--- src/rtl/mem_block_copier.sv ---
// Block-copy DMA engine: streams a byte range from src to dst one beat per cycle
// through a synchronous-read port and a byte-masked write port.
module mem_block_copier #(
  parameter  int NUM_BYTES  = 2097152,
  parameter  int DATA_WIDTH = 64,
  localparam int ADDR_WIDTH = $clog2(NUM_BYTES),
  localparam int MASK_WIDTH = DATA_WIDTH / 8
) (
  input  logic                  clk,
  input  logic                  rst_n,
  input  logic                  cmd_valid,
  output logic                  cmd_ready,
  input  logic [ADDR_WIDTH-1:0] cmd_src,
  input  logic [ADDR_WIDTH-1:0] cmd_dst,
  input  logic [ADDR_WIDTH:0]   cmd_len,
  output logic                  busy,
  output logic                  done,
  output logic                  err,
  output logic [ADDR_WIDTH-1:0] rd_addr,
  input  logic [DATA_WIDTH-1:0] rd_data,
  output logic [ADDR_WIDTH-1:0] wr_addr,
  output logic [DATA_WIDTH-1:0] wr_data,
  output logic [MASK_WIDTH-1:0] wr_mask,
  output logic                  wr_en
);

  localparam int LEN_W  = ADDR_WIDTH + 1;
  localparam int OFF_W  = $clog2(MASK_WIDTH);
  localparam int BEAT_W = LEN_W - OFF_W;
  localparam logic [ADDR_WIDTH-1:0] STRIDE = ADDR_WIDTH'(MASK_WIDTH);

  typedef enum logic [2:0] {IDLE, RUN, DRAIN, FIN, REJ} state_t;

  state_t                state;
  logic [BEAT_W-1:0]     rd_left;
  logic [ADDR_WIDTH-1:0] wr_ptr;
  logic [MASK_WIDTH-1:0] last_mask;

  logic                  misaligned;
  logic                  too_long;
  logic [LEN_W-1:0]      len_m1;
  logic [MASK_WIDTH-1:0] tail_mask;

  assign misaligned = (cmd_src[OFF_W-1:0] != '0) || (cmd_dst[OFF_W-1:0] != '0);
  assign too_long   = cmd_len > LEN_W'(NUM_BYTES);
  assign len_m1     = cmd_len - LEN_W'(1);
  assign tail_mask  = (cmd_len[OFF_W-1:0] == '0) ? '1 :
                      MASK_WIDTH'((32'd1 << cmd_len[OFF_W-1:0]) - 32'd1);

  // Write data is the read beat returned this cycle, forced to zero outside write cycles.
  assign wr_data = wr_en ? rd_data : '0;

  always_ff @(posedge clk or negedge rst_n) begin
    if (!rst_n) begin
      state     <= IDLE;
      cmd_ready <= 1'b1;
      busy      <= 1'b0;
      done      <= 1'b0;
      err       <= 1'b0;
      rd_addr   <= '0;
      wr_addr   <= '0;
      wr_mask   <= '0;
      wr_en     <= 1'b0;
      rd_left   <= '0;
      wr_ptr    <= '0;
      last_mask <= '0;
    end else begin
      unique case (state)
        IDLE: begin
          if (cmd_valid) begin
            cmd_ready <= 1'b0;
            if (misaligned || too_long) begin
              state <= REJ;
              err   <= 1'b1;
            end else if (cmd_len == '0) begin
              state <= FIN;
              done  <= 1'b1;
              busy  <= 1'b1;
            end else begin
              state     <= RUN;
              busy      <= 1'b1;
              rd_addr   <= cmd_src;
              wr_ptr    <= cmd_dst;
              rd_left   <= BEAT_W'(len_m1 >> OFF_W);
              last_mask <= tail_mask;
            end
          end
        end
        // Each RUN cycle issues one read and schedules the write of the beat read last cycle.
        RUN: begin
          wr_en   <= 1'b1;
          wr_addr <= wr_ptr;
          wr_ptr  <= wr_ptr + STRIDE;
          if (rd_left == '0) begin
            wr_mask <= last_mask;
            state   <= DRAIN;
          end else begin
            wr_mask <= '1;
            rd_addr <= rd_addr + STRIDE;
            rd_left <= rd_left - BEAT_W'(1);
          end
        end
        DRAIN: begin
          wr_en   <= 1'b0;
          wr_addr <= '0;
          wr_mask <= '0;
          done    <= 1'b1;
          state   <= FIN;
        end
        FIN: begin
          done      <= 1'b0;
          busy      <= 1'b0;
          cmd_ready <= 1'b1;
          state     <= IDLE;
        end
        REJ: begin
          err       <= 1'b0;
          cmd_ready <= 1'b1;
          state     <= IDLE;
        end
        default: state <= IDLE;
      endcase
    end
  end

endmodule

--- config.mk ---
export PLATFORM = sky130hd
export DESIGN_NAME = mem_block_copier
export DESIGN_NICKNAME = d
export VERILOG_FILES = /design/src/rtl/mem_block_copier.sv
export SDC_FILE = /design/constraint.sdc
export NUM_CORES = 1
export LEC_CHECK = 0
export ABC_AREA = 1
export CAP_MARGIN = 20
export CORE_MARGIN = 1.5
export CORE_UTILIZATION = 30
export DETAILED_ROUTE_END_ITERATION = 12
export DONT_BUFFER_PORTS = 1
export PLACE_DENSITY = 0.44
export SLEW_MARGIN = 25
export SYNTH_ARGS = -nofsm -noshare
export SYNTH_HDL_FRONTEND = slang
export SYNTH_SLANG_ARGS = --single-unit
export TNS_END_PERCENT = 50
--- constraint.sdc ---
create_clock -name clk -period 3 [get_ports clk]
set_input_delay 0 -clock clk [delete_from_list [all_inputs] [get_ports clk]]
set_output_delay 0 -clock clk [all_outputs]
set_load 0.02 [all_outputs]
==> flow_summary.yaml <==
grt:
  grt_pass1_wl_um: 38700
  grt_overflow_total: 0
  grt_max_degree: 107
  antenna_found_initial: 2
  grt_pass1_vias: 6786
  grt_usage: 0.204
floorplanning:
  ioPinCount: 250
  die_w_um: 157
  row_count: 56
  core-area_um2: 23400
  die_area_um2: 24700
  initial_core_util: 0.305
  die_h_um: 157
route:
  wirelength_um: 25100
  drt_pass1_iterations: 4
  vias: 7096
  drc: 0
  antenna_left: 0
  viasPerCell: 4.81
  wl_per_cell_um: 17.0
  dr.first_iter.drc_count: 368
yosys:
  syn_inst: 1118
  yosys_warnings: 0
  yosysTopAreaCellShare: 0.369
  async_flop_share: 1.00
  syn_avg_cell_area_um2: 6.38
  seq_area_frac_synth: 0.372
  synth_area_um2: 7130
  synth-edff-count: 0
  synth_nets: 1252
  ys_seq_elements: 106
  synth.area.top_cells: "dfrtp_1 37%, nand2_1 25%, inv_1 6.7%"
  yosysTopAreaCell: "dfrtp_1"
  synth_ff_type: "dfrtp_1"
  synth_cell_types: 39
sta:
  worst_slew_pin_slew_ns: 0.729
  final_hold_viol_count: 0
  final.min_clock_period_ns: 2.25
  max-slew-margin-rel: 0.514
  rsz0062_at_grt: "no"
  fin_tns_setup_ns: 0
  fmax_mhz: 445
  finalCritPeriodShare: 0.749
  setup_ws_ns: 0.754
  setup_viol: 0
  fin_skew_ns: 0.0119
  slew_violations: 0
place:
  place_congestion: 0.778
  portBuffers: 0
  dp_slack_ns: 0.763
  dpl.hpwl_um: 18100
final_layout:
  nNetsFinal: 1284
  areaGrowthSynthToFinish_pct: 16.5
  drive_above_1_share: 0.0519
  fillCellCount: 2587
pwr:
  vdd_drop_max_mv: 0.421
  p_leak_nw: 4.53
  powerDensity_nw_per_um2: 967
  p_total_mw: 8.03
critical_path:
  crit_path_max_fanout: 37
  endpoint_kind: "flip-flop"
  critPathLaunchType: "flip-flop"
  critPathArrivalTime_ns: 2.55
  required_ns: 3.30
  critPathKind: "reg2reg"
cts:
  clkTransAtPathRegs_ns: 0.08
  htree_num_levels: 3
  clock_path_buffers: 2
  cts_sinks: 106
  cts_tree: "done"
  cts_root_buffer: "clkbuf_16"
  insertion_delay_ns: 0.37
  numCtsBuffers: 9
  postCtsSetupRepairBufs: 0
worst_hold_path:
  min_path_type: "in2reg"
outcome:
  status: "finished, final reports clean"
job:
  max_cap_viol_count: 0
cells in the final DEF (no fill, tap or decap), types with 10 or more instances in the layout:
cell and n:
inv_1 126, dlygate4sd3_1 55, nor2_1 100, buf_4 10, nand3_1 87, o21ai_0 22, dfrtp_1 104, o21ai_1 13
nand4_1 43, nand2_1 483
path summary, 6_finish.rpt:
path,start,end,slack (ns),cells past startpoint
setup / recovery,rd_left[0]$_DFFE_PN0P_,rd_left[10]$_DFFE_PN0P_,0.75,10
hold / removal,cmd_len[16],state[0]$_DFFE_PN0P_,0.02,5
setup reg to reg,rd_left[0]$_DFFE_PN0P_,rd_left[10]$_DFFE_PN0P_,0.75,10
hold reg to reg,last_mask[0]$_DFFE_PN0P_,last_mask[0]$_DFFE_PN0P_,0.46,2
max in group asynchronous,rst_n,wr_en$_DFFE_PN0P_,2.26,2
min in group asynchronous,rst_n,rd_left[1]$_DFFE_PN0P_,0.27,2
state kept, by name, indices dropped and copies added (netlist names):
name,count
err,1
cmd_ready,1
last_mask,8
done,1
rd_left,19
wr_ptr,21
wr_en,1
wr_addr,21
rd_addr,21
state,3
wr_mask,8
busy,1
power by group:
| part | leakage [nW] | switching [mW] | internal (mW) | total (mW) |
|---|---|---|---|---|
| logic | 3.06 | 2.62 | 1.06 | 3.68 |
| clock network | 0.154 | 0.663 | 0.606 | 1.27 |
| registers | 1.32 | 1.08 | 2.00 | 3.08 |
what timing repair did:
| action | in CTS | in global routing |
|---|---|---|
| hold buffers | 56 | 0 |
| hold endpoints to repair | 161 | 0 |
| gates resized for setup | 0 | 0 |
layer usage:
layer	up-vias	track usage	routed length, um
met1	3255	0.260	11100
met2	242	0.343	11700
met3	30	0.0446	1690
met5	-	0	0
met4	0	0.0683	592
li1	3569	-	-
synthesized netlist by cell type (3+ instances only):
cell and number:
nand2_1 483, inv_1 127, dfrtp_1 105, nor2_1 101, nand3_1 87, nand4_1 43, o21ai_0 22, clkbuf_1 21
buf_2 19, o21ai_1 13, a21oi_1 9, o211ai_1 8, xnor2_1 8, xor2_1 8, inv_2 7, a22o_1 6
nand3b_1 6, nor3_1 5, nor2_2 4, a31oi_1 3, ha_1 3, nand2_2 3, nor2_4 3, o21bai_1 3
logic make-up after synthesis:
family / Yosys count / share of synthesized area
xor+xnor: 16 / 0.0197
compound gates: 70 / 0.0620
flops: 106 / 0.372
fa+ha+maj: 3 / 0.00527
buf+inv: 179 / 0.0997
simple gates: 744 / 0.441
layout make-up:
cell class / instances / area [um^2] / area share
repair buffers: 66 / 653 / 0.0786
well taps: 319 / 399 / 0.0481
multi-input cells: 833 / 3770 / 0.454
inverters: 134 / 503 / 0.0606
flip-flops and latches: 106 / 2660 / 0.320
clock buffers: 9 / 225 / 0.0271
diodes: 2 / 5.00 / 0.000603
clock inverters: 7 / 91.3 / 0.0110
critical path: stages, from the launching register on:
cell and delay (ns):
dfrtp_1 0.40, inv_1 0.10, ha_1 0.23, nand2_1 0.14, nor2_2 0.30, nand4_1 0.21, nor2_1 0.16, nor2_2 0.07
nand3_4 0.35, nand2_1 0.12, nand2_1 0.08
through the flow:
stage / instance area (um^2) / hold slack (ns) / util / instances
finish: 8300 / 0.0184 / 0.355 / 1476
global route: 8300 / 0.0369 / 0.355 / 1476
CTS: 8300 / 0.000585 / 0.355 / 1474
detailed placement: 7400 / -0.290 / 0.316 / 1402
global placement: 7400 / -0.291 / 0.316 / 1402
floorplan: 7130 / -0.296 / - / 1118
(Power assumes the default switching activity.)
